--- src/rtl/mem_copy_engine.sv ---
// Purpose: memory-port bus master that copies (or, with MEMCPY_FILL_EN, fills) a block of bytes.
// Latency: copy N>0 -> done in cycle 2N+1 after accept; fill N>0 -> cycle N+1; N=0 -> cycle 1.
// Backpressure: none; start is only accepted in IDLE and is dropped while busy (no queueing).
// Optional fill path is compiled in only when MEMCPY_FILL_EN is defined.
module mem_copy_engine #(
    parameter int AW = 8,
    parameter int DW = 8,
    parameter int LW = 8
) (
    input  logic          CLK,
    input  logic          RST_N,
    input  logic          start,
    input  logic [AW-1:0] src_addr,
    input  logic [AW-1:0] dst_addr,
    input  logic [LW-1:0] length,
    input  logic          fill_mode,
    input  logic [DW-1:0] fill_val,
    output logic          busy,
    output logic          done,
    output logic [AW-1:0] mem_addr,
    output logic [DW-1:0] mem_wdata,
    output logic          mem_we,
    input  logic [DW-1:0] mem_rdata
);

    typedef enum logic [1:0] {
        IDLE  = 2'd0,
        READ  = 2'd1,
        WRITE = 2'd2,
        DONE  = 2'd3
    } state_t;

    state_t        state_q;
    state_t        state_d;
    logic [AW-1:0] src_q;
    logic [AW-1:0] dst_q;
    logic [LW-1:0] cnt_q;
    logic [DW-1:0] hold_q;

    // fill_start: a fill is being requested at accept; fill_run: the active transfer is a fill.
    logic          fill_start;
    logic          fill_run;
    logic [DW-1:0] wr_data;

`ifdef MEMCPY_FILL_EN
    logic          fill_q;
    logic [DW-1:0] fill_val_q;

    assign fill_start = fill_mode;
    assign fill_run   = fill_q;
    assign wr_data    = fill_q ? fill_val_q : hold_q;
`else
    // Fill inputs have no function in a copy-only build.
    logic unused_fill;

    assign unused_fill = ^{fill_mode, fill_val};
    assign fill_start  = 1'b0;
    assign fill_run    = 1'b0;
    assign wr_data     = hold_q;
`endif

    // State register; reset aborts any transfer in flight without a done pulse.
    always_ff @(posedge CLK) begin
        if (!RST_N) begin
            state_q <= IDLE;
        end else begin
            state_q <= state_d;
        end
    end

    // Next-state and state-decoded memory/handshake outputs.
    always_comb begin
        state_d   = state_q;
        busy      = 1'b0;
        done      = 1'b0;
        mem_addr  = '0;
        mem_wdata = '0;
        mem_we    = 1'b0;
        case (state_q)
            IDLE: begin
                if (start) begin
                    if (length == '0) begin
                        state_d = DONE;
                    end else if (fill_start) begin
                        state_d = WRITE;
                    end else begin
                        state_d = READ;
                    end
                end
            end
            READ: begin
                busy     = 1'b1;
                mem_addr = src_q;
                state_d  = WRITE;
            end
            WRITE: begin
                busy      = 1'b1;
                mem_addr  = dst_q;
                mem_wdata = wr_data;
                mem_we    = 1'b1;
                if (cnt_q == LW'(1)) begin
                    state_d = DONE;
                end else if (fill_run) begin
                    state_d = WRITE;
                end else begin
                    state_d = READ;
                end
            end
            DONE: begin
                busy    = 1'b1;
                done    = 1'b1;
                state_d = IDLE;
            end
            default: begin
                state_d = IDLE;
            end
        endcase
    end

    // Pointer, count and data registers; pointers wrap naturally at 2**AW.
    always_ff @(posedge CLK) begin
        if (!RST_N) begin
            src_q      <= '0;
            dst_q      <= '0;
            cnt_q      <= '0;
            hold_q     <= '0;
`ifdef MEMCPY_FILL_EN
            fill_q     <= 1'b0;
            fill_val_q <= '0;
`endif
        end else begin
            case (state_q)
                IDLE: begin
                    if (start) begin
                        src_q      <= src_addr;
                        dst_q      <= dst_addr;
                        cnt_q      <= length;
`ifdef MEMCPY_FILL_EN
                        fill_q     <= fill_mode;
                        fill_val_q <= fill_val;
`endif
                    end
                end
                READ: begin
                    hold_q <= mem_rdata;
                    src_q  <= src_q + AW'(1);
                end
                WRITE: begin
                    dst_q <= dst_q + AW'(1);
                    cnt_q <= cnt_q - LW'(1);
                end
                default: begin
                end
            endcase
        end
    end

endmodule

--- config.mk ---
export PLATFORM = sky130hd
export DESIGN_NAME = mem_copy_engine
export DESIGN_NICKNAME = d
export VERILOG_FILES = /design/src/rtl/mem_copy_engine.sv
export SDC_FILE = /design/constraint.sdc
export NUM_CORES = 1
export LEC_CHECK = 0
export CAP_MARGIN = 20
export CORE_UTILIZATION = 50
export CTS_CLUSTER_SIZE = 40
export DETAILED_ROUTE_END_ITERATION = 6
export PLACE_DENSITY = 0.87
export REMOVE_ABC_BUFFERS = 1
export SYNTH_ARGS = -nofsm -noshare
export SYNTH_HDL_FRONTEND = slang
export SYNTH_SLANG_ARGS = --single-unit
export TNS_END_PERCENT = 30
--- constraint.sdc ---
create_clock -name CLK -period 5.6 [get_ports CLK]
set_clock_uncertainty 0.1 [all_clocks]
set_input_delay 0.56 -clock CLK [delete_from_list [all_inputs] [get_ports CLK]]
set_output_delay 0.56 -clock CLK [all_outputs]
set_load 0.01 [all_outputs]
Word level (Yosys, flattened, before mapping):

Cells that the tools add are included.

* flip-flop bits (word level): 34
* bits in latches: 0
* bits in writable memories: 0
* bits in read-only memories: 0
* bits of input ports: 44
* output and inout port bits: 19
* logic and storage cells: 35
* memories: 0

* add/sub/neg operators: 3
* $mul: 0
* div/mod/pow operators: 0
* order comparisons: 0
* equality and inequality tests: 5
* shifts and indexed selects: 0
* muxes and demuxes: 15
* bitwise logic cells: 0
* reductions and logical operators: 7

Operators by type and width (number)
* $pmux 8 s2: 4
* $mux 8: 4
* $add 8x1->8 const B: 2
* $eq 8x1->1 const B: 1
* $logic_not 8->1: 1
* $pmux 2 s4: 1
* $sub 8x1->8 const B: 1
* $mux 2: 3
* $eq 2x2->1 const B: 2
* $reduce_and 2->1: 2
* $reduce_bool 2->1: 2
* $mux 1: 3
* $reduce_or 3->1: 1
* $eq 2x1->1 const B: 1
* $logic_not 2->1: 1
* $ne 2x2->1 const B: 1

Longest topological paths before layout:

Gate-level depths: netlist of run 1.

* word-level depth: 4
* mapped depth: 8
* gate-level depth less buffers: 6

Worst setup path before layout of run 1:

No wires, ideal clock.

* kind: register to output
* start: register state_q[0]
* end: output mem_addr[7]
* arrival: 1413 ps
* data required time: 4940 ps
* setup slack: 3527 ps
* stages on the path, launching flop included: 7
* buffers on the path: 2
* cell sequence: dfxtp_1 -> inv_1 -> ha_1 -> buf_2 -> clkbuf_1 -> nand2_1 -> a21boi_0

* longest elaborated chain between the ends: 2
* elaborated cells between the ends (all ways): 3
* classes of those cells: eq/ne (2); mux (1)

Ends and longest elaborated chain
* from (decl): line 33 `state_t state_q;`
* from (signal assigned): line 67 `state_q <= state_d;`
* $eq 2x2->1 / $eq 2x1->1 (equally long branches): line 79 `case (state_q)`
* $pmux 8 s2 *: line 79
* to (decl): line 20 `output logic [AW-1:0] mem_addr,`

Mark *: on every way between the ends. The rest lies on a longest branch, timed or not.

Worst setup path in the final report of run 1:

* start: register state_q[1]
* end: output mem_wdata[3]

* longest elaborated chain between the ends: 2

Ends and longest elaborated chain
* $eq 2x2->1: line 79
* $mux 8: line 79
* to (decl): line 21 `output logic [DW-1:0] mem_wdata,`

Every way passes these cells.

==> results.md, run 1 <==
Synthesis:
- The area share of the largest cell type after synthesis is 0.329.
- The async set or reset register ratio after synthesis is 0.
- The per-instance average area after synthesis is about 8 um2.
- The number of different library cells used by synthesis comes to 44.
- The number of flops mapped to enable cells by yosys is 0.
- The share of the yosys chip area belonging to registers is 0.329.
- The synthesized design contains 34 register bits.
- For this run, the leading register cell type out of synthesis is dfxtp_1.
- The total number of yosys warnings is 0.
- The instance count of the mapped netlist is 265.
- Yosys attributes the largest share of cell area to dfxtp_1 33%, a21oi_1 5.8%, mux2i_1 5.3%, nand2_1 5.1%, ha_1 4.8%.
- The synthesized netlist occupies a cell area of 0.00207 mm2.
- The largest area contributor in the netlist is dfxtp_1.

GRT:
- The first global-routing pass estimated 8.16 mm of wire.
- The number of antenna violations at the first check in global routing was 0.
- The number of global-route vias before repair is 1,855.
- The largest net degree at the start of global routing is 28.
- Across every metal layer, demand over resource in global routing totals 0.246.
- The total overflow left after global routing is 0.

STA:
- In the post-route analysis, the smallest setup slack over all paths is 2.44 ns.
- The pin slew with the least headroom to its limit is ~0.88 ns.
- Setup repair after global routing left no endpoint under its margin.
- The minimum clock period is 3.16 ns.
- Setup total negative slack on the finished layout was measured at 0 ns.
- Based on the critical path, the design can be clocked at up to 316 MHz.
- The worst pin sits at a relative slew slack of 0.396.
- Setup violations remaining at the end of the flow were counted as 0.
- The final number of hold-violating endpoints is 0.
- The period utilization is 0.564.
- The number of pins exceeding their max-slew limit in the final report came to 0.

Floorplanning:
- The die covers ~0.0044 mm2.
- In this run the count of I/O pins placed on the die edge is 63.
- The initial core utilization is 0.518.
- The die outline width is approximately 66 um.
- In this run the core area contains 23 standard-cell rows.
- The die outline height is 66.4 um.
- The floorplan core area is ~0.0040 mm2.

Setup path:
- The worst path arrival time is between 2 and 3 ns.
- The worst setup path is launched from a flip-flop.
- Of all nets on the critical path, the largest fanout is 24.
- STA puts the critical path data required time at 4.94 ns.
- The startpoint-to-endpoint class of the critical path is reg -> out.
- The type of element capturing the critical path is an output port.

Final layout:
- The number of antenna diodes in the final layout is 0.
- The final non-filler cell total is about 360.
- Once layout is complete, the utilization of the core stands at 0.689.
- Compared with the post-synthesis result, the final layout area differs by 33.2%.
- The fill cell total of the finished layout is 344.
- Of the cells placed in the final design, the portion with a size suffix greater than 1 is 0.0482.
- The final net count is 362.

CTS:
- The post-cts hold buffer count is 0.
- The number of buffers added by the clock tree synthesis step is 5.
- The number of setup buffers added after CTS is 0.
- The maximum number of buffers from clock root to sink is 2.
- The deepest level of the CTS H-tree is 2.
- Once the clock tree was built, the resizer swapped 0 gates to a different size.
- The insertion delay of the later-clocked pin in the worst-skew pair is 0.29 ns.
- The clock slew seen by the registers of the worst setup and hold paths is 0.07 ns.
- The clock sink count is 34.
- The TritonCTS clock tree is built.
- CTS placed an instance of clkbuf_8 at the clock tree root.

Routing:
- The routed layout has 2,090 vias.
- Wires add up to 5.11 mm.
- The wire length on met1 is ~2.3 mm.
- The first-pass iteration count of the detailed router is 4.
- Summed over all nets, wire length on met3 after detailed routing comes to roughly 250 um.
- For this run, design rule violations remaining after detail routing come to 0.
- In this run, the number of DRC markers left after iteration 0 of detailed routing was 163.
- Using the TritonRoute via totals, the vias-per-cell ratio works out to between 5 and 6.
- The highest metal layer carrying signal wires in the routed design is met4.
- Dividing the detail-routed wire length by the instance count gives about 14 um.
- Summed over all nets, wire length on met2 after detailed routing comes to approximately 2.4 mm.
- The count of nets left with antenna violations once routing finished came out at 0.

Place:
- The worst slack at placement is 2.58 ns.
- The final weighted congestion of routability-driven global placement is about 0.9.
- Once placement completed, the tool counted placed cells totaling 352.
- The count of buffers from port buffering is 53.
- Once detailed placement completed, the half-perimeter wirelength came to 3.36 mm.

Pwr:
- For this design the ratio of total power to cell area is 327 mW/mm2.
- The leakage power is 0.999 nW.
- The worst ir drop on vdd is 0.263 mV.

Run status:
- The flow ran to the end, and the final reports show no timing, DRC or antenna violations.

Job:
- The number of maximum-capacitance constraint violations is 0.

Hold path:
- The path class of the tightest hold or removal check is reg -> reg.
kinds of logic (layout without fill, tap and decap cells):
group           count (synthesis)  after routing  synth area share
mux                            15             15            0.0761
fa+ha+maj                       8              8            0.0483
simple gates                  102            102             0.247
compound gates                 80             80             0.246
flops                          34             34             0.329
buf+inv                        26             72            0.0544
cells in the mapped netlist (2+ instances only):
| cell | count |
|---|---|
| a21oi_1 | 24 |
| o22ai_1 | 3 |
| mux2_2 | 3 |
| nand3_1 | 7 |
| dfxtp_1 | 34 |
| a221oi_1 | 2 |
| clkbuf_1 | 9 |
| nor3b_1 | 3 |
| a211oi_1 | 3 |
| nor2b_1 | 14 |
| nand4_1 | 2 |
| a22oi_1 | 10 |
| and3_1 | 6 |
| o21a_1 | 3 |
| o31a_1 | 2 |
| nor2_1 | 20 |
| nor4_1 | 7 |
| buf_2 | 6 |
| clkinv_1 | 2 |
| mux2i_1 | 11 |
| ha_1 | 8 |
| and2_1 | 8 |
| o21ai_0 | 18 |
| inv_1 | 7 |
| nand2b_1 | 2 |
| nand2_1 | 28 |
| buf_4 | 2 |
| nor3_1 | 3 |
| o2bb2ai_1 | 2 |
| o32ai_1 | 2 |
worst max-delay path, cell delays in order, from the launching register on:
cell and delay [ns]:
dfxtp_1 0.40, ha_1 0.71, buf_4 0.38, and2_1 0.17
clkdlybuf4s50_1 0.53
state kept, by name, summed over array words and instances (netlist names):
register,cells
state_q,2
hold_q,8
dst_q,8
src_q,8
cnt_q,8
metrics by stage:
stage / instance area (um2) / power, mW / hold WS [ns]
after floorplan: 1990 / 0.518 / 0.352
after global placement: 2590 / 0.606 / 0.368
after detailed placement: 2590 / 0.615 / 0.383
after CTS: 2730 / 0.893 / 0.403
after global routing: 2760 / 0.955 / 0.442
final: 2760 / 0.901 / 0.399
cell usage in the layout, fill, tap and decap left out, drive strengths merged, types with 2 or more instances in the layout:
master	instances
and2	8
mux2i	12
o21ai	18
buf	2
and3	6
nor2b	14
clkinv	3
nor3	3
nor2	20
nand3	7
o2bb2ai	2
bufinv	2
nor4	7
a221oi	2
a211oi	3
mux2	3
o32ai	2
o22ai	3
nand2b	2
a21oi	24
nand4	2
ha	8
o31a	2
clkdlybuf4s50	53
nor3b	3
nand2	28
o21a	3
dfxtp	34
clkbuf	5
inv	7
a22oi	10
report_power, final:
| part | total, mW | leakage, nW | switching, mW | internal, mW |
|---|---|---|---|---|
| clock network | 0.274 | 0.0683 | 0.0956 | 0.178 |
| logic | 0.303 | 0.652 | 0.160 | 0.144 |
| registers | 0.324 | 0.279 | 0.0421 | 0.282 |
| total | 0.901 | 0.999 | 0.297 | 0.603 |
worst paths after layout:
path	start	to	slack (ns)	cells after the start
setup / recovery	state_q[1]	mem_wdata[3]	2.44	4
hold reg to reg	hold_q[3]	hold_q[3]	0.40	2
setup reg to reg	state_q[1]	dst_q[7]	2.81	6
hold / removal	hold_q[3]	hold_q[3]	0.40	2
area by class of cell:
cell class                      instances  area [um2]  area share
Clock buffer                            5        68.8      0.0250
Clock inverter                          3        68.8      0.0250
Inverter                                9        33.8      0.0123
Multi-Input combinational cell        205        1280       0.463
Sequential cell                        34         681       0.247
Tap cell                               50        62.6      0.0227
Timing Repair Buffer                   55         566       0.205
metal layers:
metal  vias up  global-route usage
met5         -                   0
met4         0               0.104
met3         9              0.0552
met2        71               0.409
met1       962               0.302
li1       1048                   -
Note: power is estimated with default switching activity, not from simulation.
==> run 2: changes to the inputs <==
CORE_UTILIZATION = 47   (was 50)
PLACE_DENSITY = 0.82   (was 0.87)
clock period = 3.25 ns   (was 5.6 ns; I/O delays follow)
==> run 2 against run 1 <==
Cell count rose by 0.83%. Global-route usage fell by 0.71 points. Clock-buffer cell count up 1. Non-clock buffer count rose by 3. Sequential share of layout area fell by 0.067 points. Combinational power rose by 68%. Setup slack worse by 2.0 ns. Register-to-register slack lost 2.2 ns. Die area is 6.2% higher. Critical path depth increased by 1. Sequential power rose by 72%. Critical path type unchanged. Highest routed layer unchanged.
==> results.md, run 2 (synthesis gave the netlist of run 1 again) <==
Run status:
- The run finished with clean final reports.

Setup path:
- The cell at the slowest stage of the critical path is ha_1.
- The startpoint-to-endpoint class of the critical path is reg -> out.
- The maximum fanout along the worst path is 24 (unchanged).
- The worst path arrival time was 2.41 ns (-0.09 ns).
- The critical path's largest stage delay is 0.70 ns (about the same).
- The register-to-register setup slack is 0.60 ns (-2.21 ns).
- The type of origin of the critical path is a flip-flop.
- Walking the worst path, the cells encountered are inv_1 > ha_1 > buf_4 > and2_1 > clkdlybuf4s50_1.
- The critical path starts at state_q[0].
- The depth of the worst register-to-register path is 6 (unchanged).
- The data required time at the worst endpoint was 2.82 ns (-2.12 ns).
- The worst register-to-register path ends at dst_q[7].
- The type of element capturing the critical path is an output port.
- The worst reg2reg path startpoint is state_q[0].

Floorplanning:
- The initial core utilization is 0.503 (-0.0145).
- The number of placement rows came to 23 (unchanged).
- The floorplan core area was 0.00412 mm2 (+2.9%).
- The total die area came to 0.00468 mm2 (+6.2%).
- The die outline height is 68.4 um (+3.0%).
- The total I/O pin count came to 63 (unchanged).
- The die outline width was 68.4 um (+3.0%).

GRT:
- The number of antenna violations at the first check in global routing was 0 (unchanged).
- The number of global-route vias before repair came to 1,846 (-0.49%).
- The combined global-route utilization of all metal layers was 0.239 (-0.00713).
- The largest net degree at the start of global routing is 25 (-11%).
- The residual overflow from global routing is 0 (unchanged).
- The first-pass GRT wire length was 8.41 mm (+3.1%).

CTS:
- The deepest level of the CTS H-tree is 2 (unchanged).
- The number of buffers added by the clock tree synthesis step is 5 (unchanged).
- The TritonCTS clock tree is built.
- The clock sink count was 34 (unchanged).
- The master cell of the clock root buffer is clkbuf_8.
- The post-CTS resize count is 0 (unchanged).
- The insertion delay of the later-clocked pin in the worst-skew pair is 0.28 ns (about the same).
- The post-cts hold buffer count was 0 (unchanged).
- The clock slew seen by the registers of the worst setup and hold paths came to 0.07 ns (about the same).
- The maximum number of buffers from clock root to sink is 2 (unchanged).
- The post-CTS repair timing setup buffer count is 0 (unchanged).

Hold path:
- The count of cells along the worst hold path is 2 (unchanged).
- The startpoint identified for the worst hold timing path is hold_q[0].
- The path type of the worst min-delay path is reg -> reg.
- The endpoint with the worst hold slack is hold_q[0].

STA:
- The number of setup violations in the final report is 0 (unchanged).
- The remaining max-slew budget at the tightest pin is 0.372 (-0.0239).
- The pin slew with the least headroom to its limit is 0.916 ns (+0.0348 ns).
- Setup repair after global routing left no endpoint under its margin.
- The minimum clock period is 2.83 ns.
- The final worst hold slack is 0.392 ns (-0.00705 ns).
- The period utilization is 0.871.
- The final total negative setup slack is 0 ns (unchanged).
- The final number of hold-violating endpoints came to 0 (unchanged).
- The number of pins exceeding their max-slew limit in the final report is 0 (unchanged).
- The fmax is 353 MHz.

Pwr:
- The power density of the placed cells is 562 mW/mm2 (+72%).
- The cell-internal power is 1.05 mW (+74%).
- The share of power burned in registers came to 0.358 (about the same).
- The net switching fraction of the power is 0.324 (-0.00606).
- The worst ir drop on vdd is 0.259 mV (-1.3%).
- The leakage power was 1.01 nW (+1.1%).
- The portion of total power attributed to combinational logic was 0.328 (-0.009).
- The clock network power share is 0.313 (+0.009).
- The net switching power figure is 504 uW (+69%).

Job:
- The number of maximum-capacitance constraint violations is 0 (unchanged).

Routing:
- The first-pass iteration count of the detailed router is 4 (unchanged).
- The total wirelength of the detailed-routed design was 5.14 mm (+0.53%).
- The number of DRC violations after detailed-routing iteration 0 is 131 (-20%).
- The count of vias placed by the detailed router is 2,074 (-0.77%).
- The number of nets with antenna violations after detailed routing is 0 (unchanged).
- The routed wire length per instance was 14.1 um (-0.30%).
- The number of vias per cell was 5.70 (-1.6%).
- The number of DRC violations after detailed routing is 0 (unchanged).

Final layout:
- In the layout the commonest cells are 53 x clkdlybuf4s50_1, 34 x dfxtp_1, 28 x nand2_1.
- The share of layout cells above drive strength 1 was 0.0573 (+0.00909).
- The area of the multi-input gates is 0.00128 mm2 (unchanged).
- The register area is 681 um2 (unchanged).
- The final cell area excluding filler cells is 0.00277 mm2 (+0.27%).
- The layout overhead on the synthesized area is 33.5%.
- The final antenna diode count came to 0 (unchanged).
- The final net count is 365 (+0.83%).
- The post-layout utilization of the core was 0.672 (-0.0175).
- The fill cell total of the finished layout came to 374 (+8.7%).
- The leading cell type in the layout, fill and taps excluded is clkdlybuf4s50_1.

Place:
- The final HPWL from detailed placement is 3.62 mm (+7.5%).
- The count of buffers from port buffering is 53 (unchanged).
- The final weighted congestion of routability-driven global placement came to 0.846 (-5.9%).
- The standard cell area after detailed placement is 0.00262 mm2 (+1.2%).
[run 2: cell count changes in the layout (fill, tap and decap cells not counted), sizes merged]
| cell | previous run | this run |
|---|---|---|
| buf | 2 | 5 |
| clkbuf | 5 | 6 |
| clkinv | 3 | 2 |
[run 2: critical path: cells and delay by family (launching register included)]
family,cells,cell delay (ns)
adders and majority gates,1,0.70
DFF,1,0.34
buffers and inverters,3,0.93
and+or+nand+nor,1,0.14
[run 2: worst max path at each step]
stage	to	slack, ns	depth (start not counted)
global placement	dst_q[7]	0.73	6
floorplan	dst_q[5]	0.67	6
global route	mem_wdata[2]	0.30	5
detailed placement	dst_q[5]	0.70	6
CTS	mem_wdata[7]	0.42	5
finish	mem_wdata[7]	0.42	5
[run 2: cell type report]
type,count,share of cell area
multi-input combinational,205,0.462
clock buffer,6,0.0299
inverter,9,0.0122
timing repair buffer,58,0.205
tap,50,0.0226
sequential,34,0.246
clock inverter,2,0.0217
[run 2: metal layers]
| layer | GRT usage | vias to the layer above | share of wire |
|---|---|---|---|
| li1 | - | 1049 | - |
| met1 | 0.307 | 967 | 0.47 |
| met2 | 0.402 | 54 | 0.48 |
| met3 | 0.0483 | 4 | 0.043 |
| met4 | 0.0625 | 0 | 0.0072 |
| met5 | 0 | - | 0 |
[run 2: stage by stage]
| step | cells | power, mW | setup WS [ns] |
|---|---|---|---|
| 4_1_cts | 364 | 1.56 | 0.421 |
| 2_1_floorplan | 248 | 0.892 | 0.669 |
| 3_5_place_dp | 356 | 1.07 | 0.700 |
| 5_1_grt | 364 | 1.65 | 0.295 |
| 3_3_place_gp | 356 | 1.06 | 0.729 |
| 6_report | 364 | 1.55 | 0.419 |
[run 2: power by group through the flow]
stage	sequential, mW	combinational, mW	clock [mW]
final	0.557	0.510	0.487
after global routing	0.568	0.566	0.514
after CTS	0.556	0.509	0.491
after detailed placement	0.563	0.504	0
after global placement	0.561	0.494	0
after floorplan	0.545	0.348	0
==> run 3: changes to the inputs <==
CTS_BUF_LIST = sky130_fd_sc_hd__clkbuf_16   (was default)
SLEW_MARGIN = 25   (was default)
==> run 3 against run 2 <==
Critical path depth did not move. Sequential power about the same. First-iteration DRC count grew 40%. Setup slack better by 0.0028 ns. Combinational power barely moved. Non-clock buffer count is the same. Fmax hardly changed. Via count grew 0.92%. Design area up 1.7%. Register-to-register slack better by 0.03 ns. Worst hold slack lost 0.0045 ns.
==> results.md, run 3 (synthesis gave the netlist of run 1 again) <==
STA:
- The number of pins exceeding their max-slew limit in the final report is 0 (unchanged).
- The minimum clock period was 2.83 ns (-0.00278 ns).
- The pin slew with the least headroom to its limit is 0.946 ns (+0.0297 ns).
- The final total negative setup slack is 0 ns (unchanged).
- The final number of hold-violating endpoints came to 0 (unchanged).
- Setup repair after global routing left no endpoint under its margin.
- The remaining max-slew budget at the tightest pin was 0.352 (-0.0204).
- The number of setup violations in the final report is 0 (unchanged).
- The fmax is 354 MHz (about the same).
- The final worst hold slack is 0.388 ns (-0.00445 ns).
- The period utilization is 0.870 (about the same).

GRT:
- The largest net degree at the start of global routing is 25 (unchanged).
- The combined global-route utilization of all metal layers is 0.242 (+0.00365).
- The number of antenna violations at the first check in global routing is 0 (unchanged).
- The number of global-route vias before repair is 1,826 (-1.1%).
- The first-pass GRT wire length came to 8.48 mm (+0.82%).
- The residual overflow from global routing came to 0 (unchanged).

Floorplanning:
- The die outline width is 68.4 um (unchanged).
- The initial core utilization is 0.503 (unchanged).
- The total I/O pin count came to 63 (unchanged).
- The total die area came to 0.00468 mm2 (unchanged).
- The floorplan core area is 0.00412 mm2 (unchanged).
- The number of placement rows is 23 (unchanged).
- The die outline height was 68.4 um (unchanged).

CTS:
- The post-cts hold buffer count was 0 (unchanged).
- TritonCTS built the clock tree.
- The clock slew seen by the registers of the worst setup and hold paths is 0.06 ns (about the same).
- The insertion delay of the later-clocked pin in the worst-skew pair is 0.28 ns (about the same).
- The tree is rooted in a clkbuf_16.
- The clock sink count is 34 (unchanged).
- The post-CTS resize count came to 0 (unchanged).
- The maximum number of buffers from clock root to sink is 2 (unchanged).
- The deepest level of the CTS H-tree came to 2 (unchanged).
- The number of buffers added by the clock tree synthesis step was 5 (unchanged).
- The post-CTS repair timing setup buffer count came to 0 (unchanged).

Hold path:
- The count of cells along the worst hold path is 2 (unchanged).
- The tightest min-delay check is of the reg -> reg type.

Final layout:
- The register area is 681 um2 (unchanged).
- The fill cell total of the finished layout is 362 (-3.2%).
- The area of the multi-input gates was 0.00128 mm2 (unchanged).
- The final cell area excluding filler cells is 0.00281 mm2 (+1.7%).
- The library cells used most frequently in the layout, excluding fill and tap cells, are 53 x clkdlybuf4s50_1, 34 x dfxtp_1, 28 x nand2_1.
- From synthesis to final layout, the design area changed by 35.8%.
- The final net count is 365 (unchanged).
- The library cell used most frequently in the layout, excluding fill and tap cells, is clkdlybuf4s50_1.
- The share of layout cells above drive strength 1 is 0.0541 (-0.00318).
- The final antenna diode count was 0 (unchanged).
- The post-layout utilization of the core was 0.683 (+0.0112).

Job:
- The number of maximum-capacitance constraint violations is 0 (unchanged).

Place:
- The standard cell area after detailed placement is 0.00262 mm2 (unchanged).
- The count of buffers from port buffering is 53 (unchanged).
- The final HPWL from detailed placement is 3.62 mm (unchanged).
- The final weighted congestion of routability-driven global placement is 0.846 (unchanged).

Setup path:
- The type of origin of the critical path is a flip-flop.
- The data required time at the worst endpoint is 2.82 ns (about the same).
- The cell count along the critical path is 5 (unchanged).
- The most critical setup path has its startpoint at state_q[0].
- Walking the worst path, the cells encountered are inv_1 > ha_1 > buf_4 > and2_1 > clkdlybuf4s50_1.
- The endpoint identified for the worst register-to-register timing path is dst_q[7].
- The cell at the slowest stage of the critical path is ha_1.
- STA classifies the critical path endpoint as an output port.
- The worst setup path is of the reg -> out kind.
- The endpoint of the most critical setup path is mem_wdata[7].
- The worst path arrival time is 2.40 ns (about the same).
- The register-to-register setup slack came to 0.63 ns (+0.03 ns).
- The worst reg2reg path startpoint is state_q[0].
- The critical path's largest stage delay is 0.69 ns (about the same).
- The depth of the worst register-to-register path came to 6 (unchanged).
- The cell family contributing the most delay on the critical path is buffers and inverters.
- The maximum fanout along the worst path is 24 (unchanged).
- The critical path buffer and inverter count is 3 (unchanged).

Routing:
- The number of DRC violations after detailed routing was 0 (unchanged).
- The number of DRC violations after detailed-routing iteration 0 came to 184 (+40%).
- The count of vias placed by the detailed router is 2,093 (+0.92%).
- The first-pass iteration count of the detailed router is 5 (+1).
- The total wirelength of the detailed-routed design is 5.27 mm (+2.6%).
- The routed wire length per instance is 14.5 um (+2.6%).
- The number of nets with antenna violations after detailed routing was 0 (unchanged).
- The number of vias per cell is 5.75 (+0.92%).

Pwr:
- The total power draw came to 1.68 mW (+8.3%).
- The worst ir drop on vdd is 0.303 mV (+17%).
- The power density of the placed cells is 599 mW/mm2 (+6.5%).
- The leakage power is 1.03 nW (+2.0%).

Run status:
- The run finished with clean final reports.
==> run 3: cell types whose count changed in the layout (fill, tap and decap cells not counted), sizes merged <==
cell / previous run / this run
clkinv: 2 / 3
clkbuf: 6 / 5
==> run 3: worst min path at each step <==
stage	startpoint	endpoint	slack [ns]
after global placement	hold_q[0]	hold_q[0]	0.37
after global routing	dst_q[7]	dst_q[7]	0.42
final	hold_q[0]	hold_q[0]	0.39
after detailed placement	hold_q[5]	hold_q[5]	0.38
after floorplan	hold_q[0]	hold_q[0]	0.35
after CTS	hold_q[5]	hold_q[5]	0.39
==> run 3: final cells by class <==
class                   instances  share of cell area
clock buffers                   5              0.0445
clock inverters                 3              0.0227
inverters                       9              0.0120
multi-input cells             205               0.454
flip-flops and latches         34               0.242
well taps                      50              0.0223
repair buffers                 58               0.202
==> run 3: routing by layer <==
metal / GRT usage / routed length (um)
met5: 0 / 0
met4: 0.0651 / 77
met3: 0.0533 / 239
met2: 0.400 / 2540
met1: 0.315 / 2420
==> run 3: power by group <==
| part | leakage (nW) | switching (mW) | internal [mW] |
|---|---|---|---|
| clock | 0.0915 | 0.176 | 0.436 |
| combinational | 0.660 | 0.274 | 0.239 |
| sequential | 0.279 | 0.0731 | 0.486 |
==> run 3: through the flow <==
| stage | std cells | setup WS, ns |
|---|---|---|
| after floorplan | 248 | 0.669 |
| final | 364 | 0.422 |
| after CTS | 364 | 0.422 |
| after global routing | 364 | 0.289 |
| after detailed placement | 356 | 0.700 |
| after global placement | 356 | 0.729 |
==> run 3: worst min-delay path, delay by kind of cell (launching register included) <==
family	cells	cell delay, ns
flip-flops	1	0.32
AND/OR/NAND/NOR	1	0.07
multiplexers	1	0.06
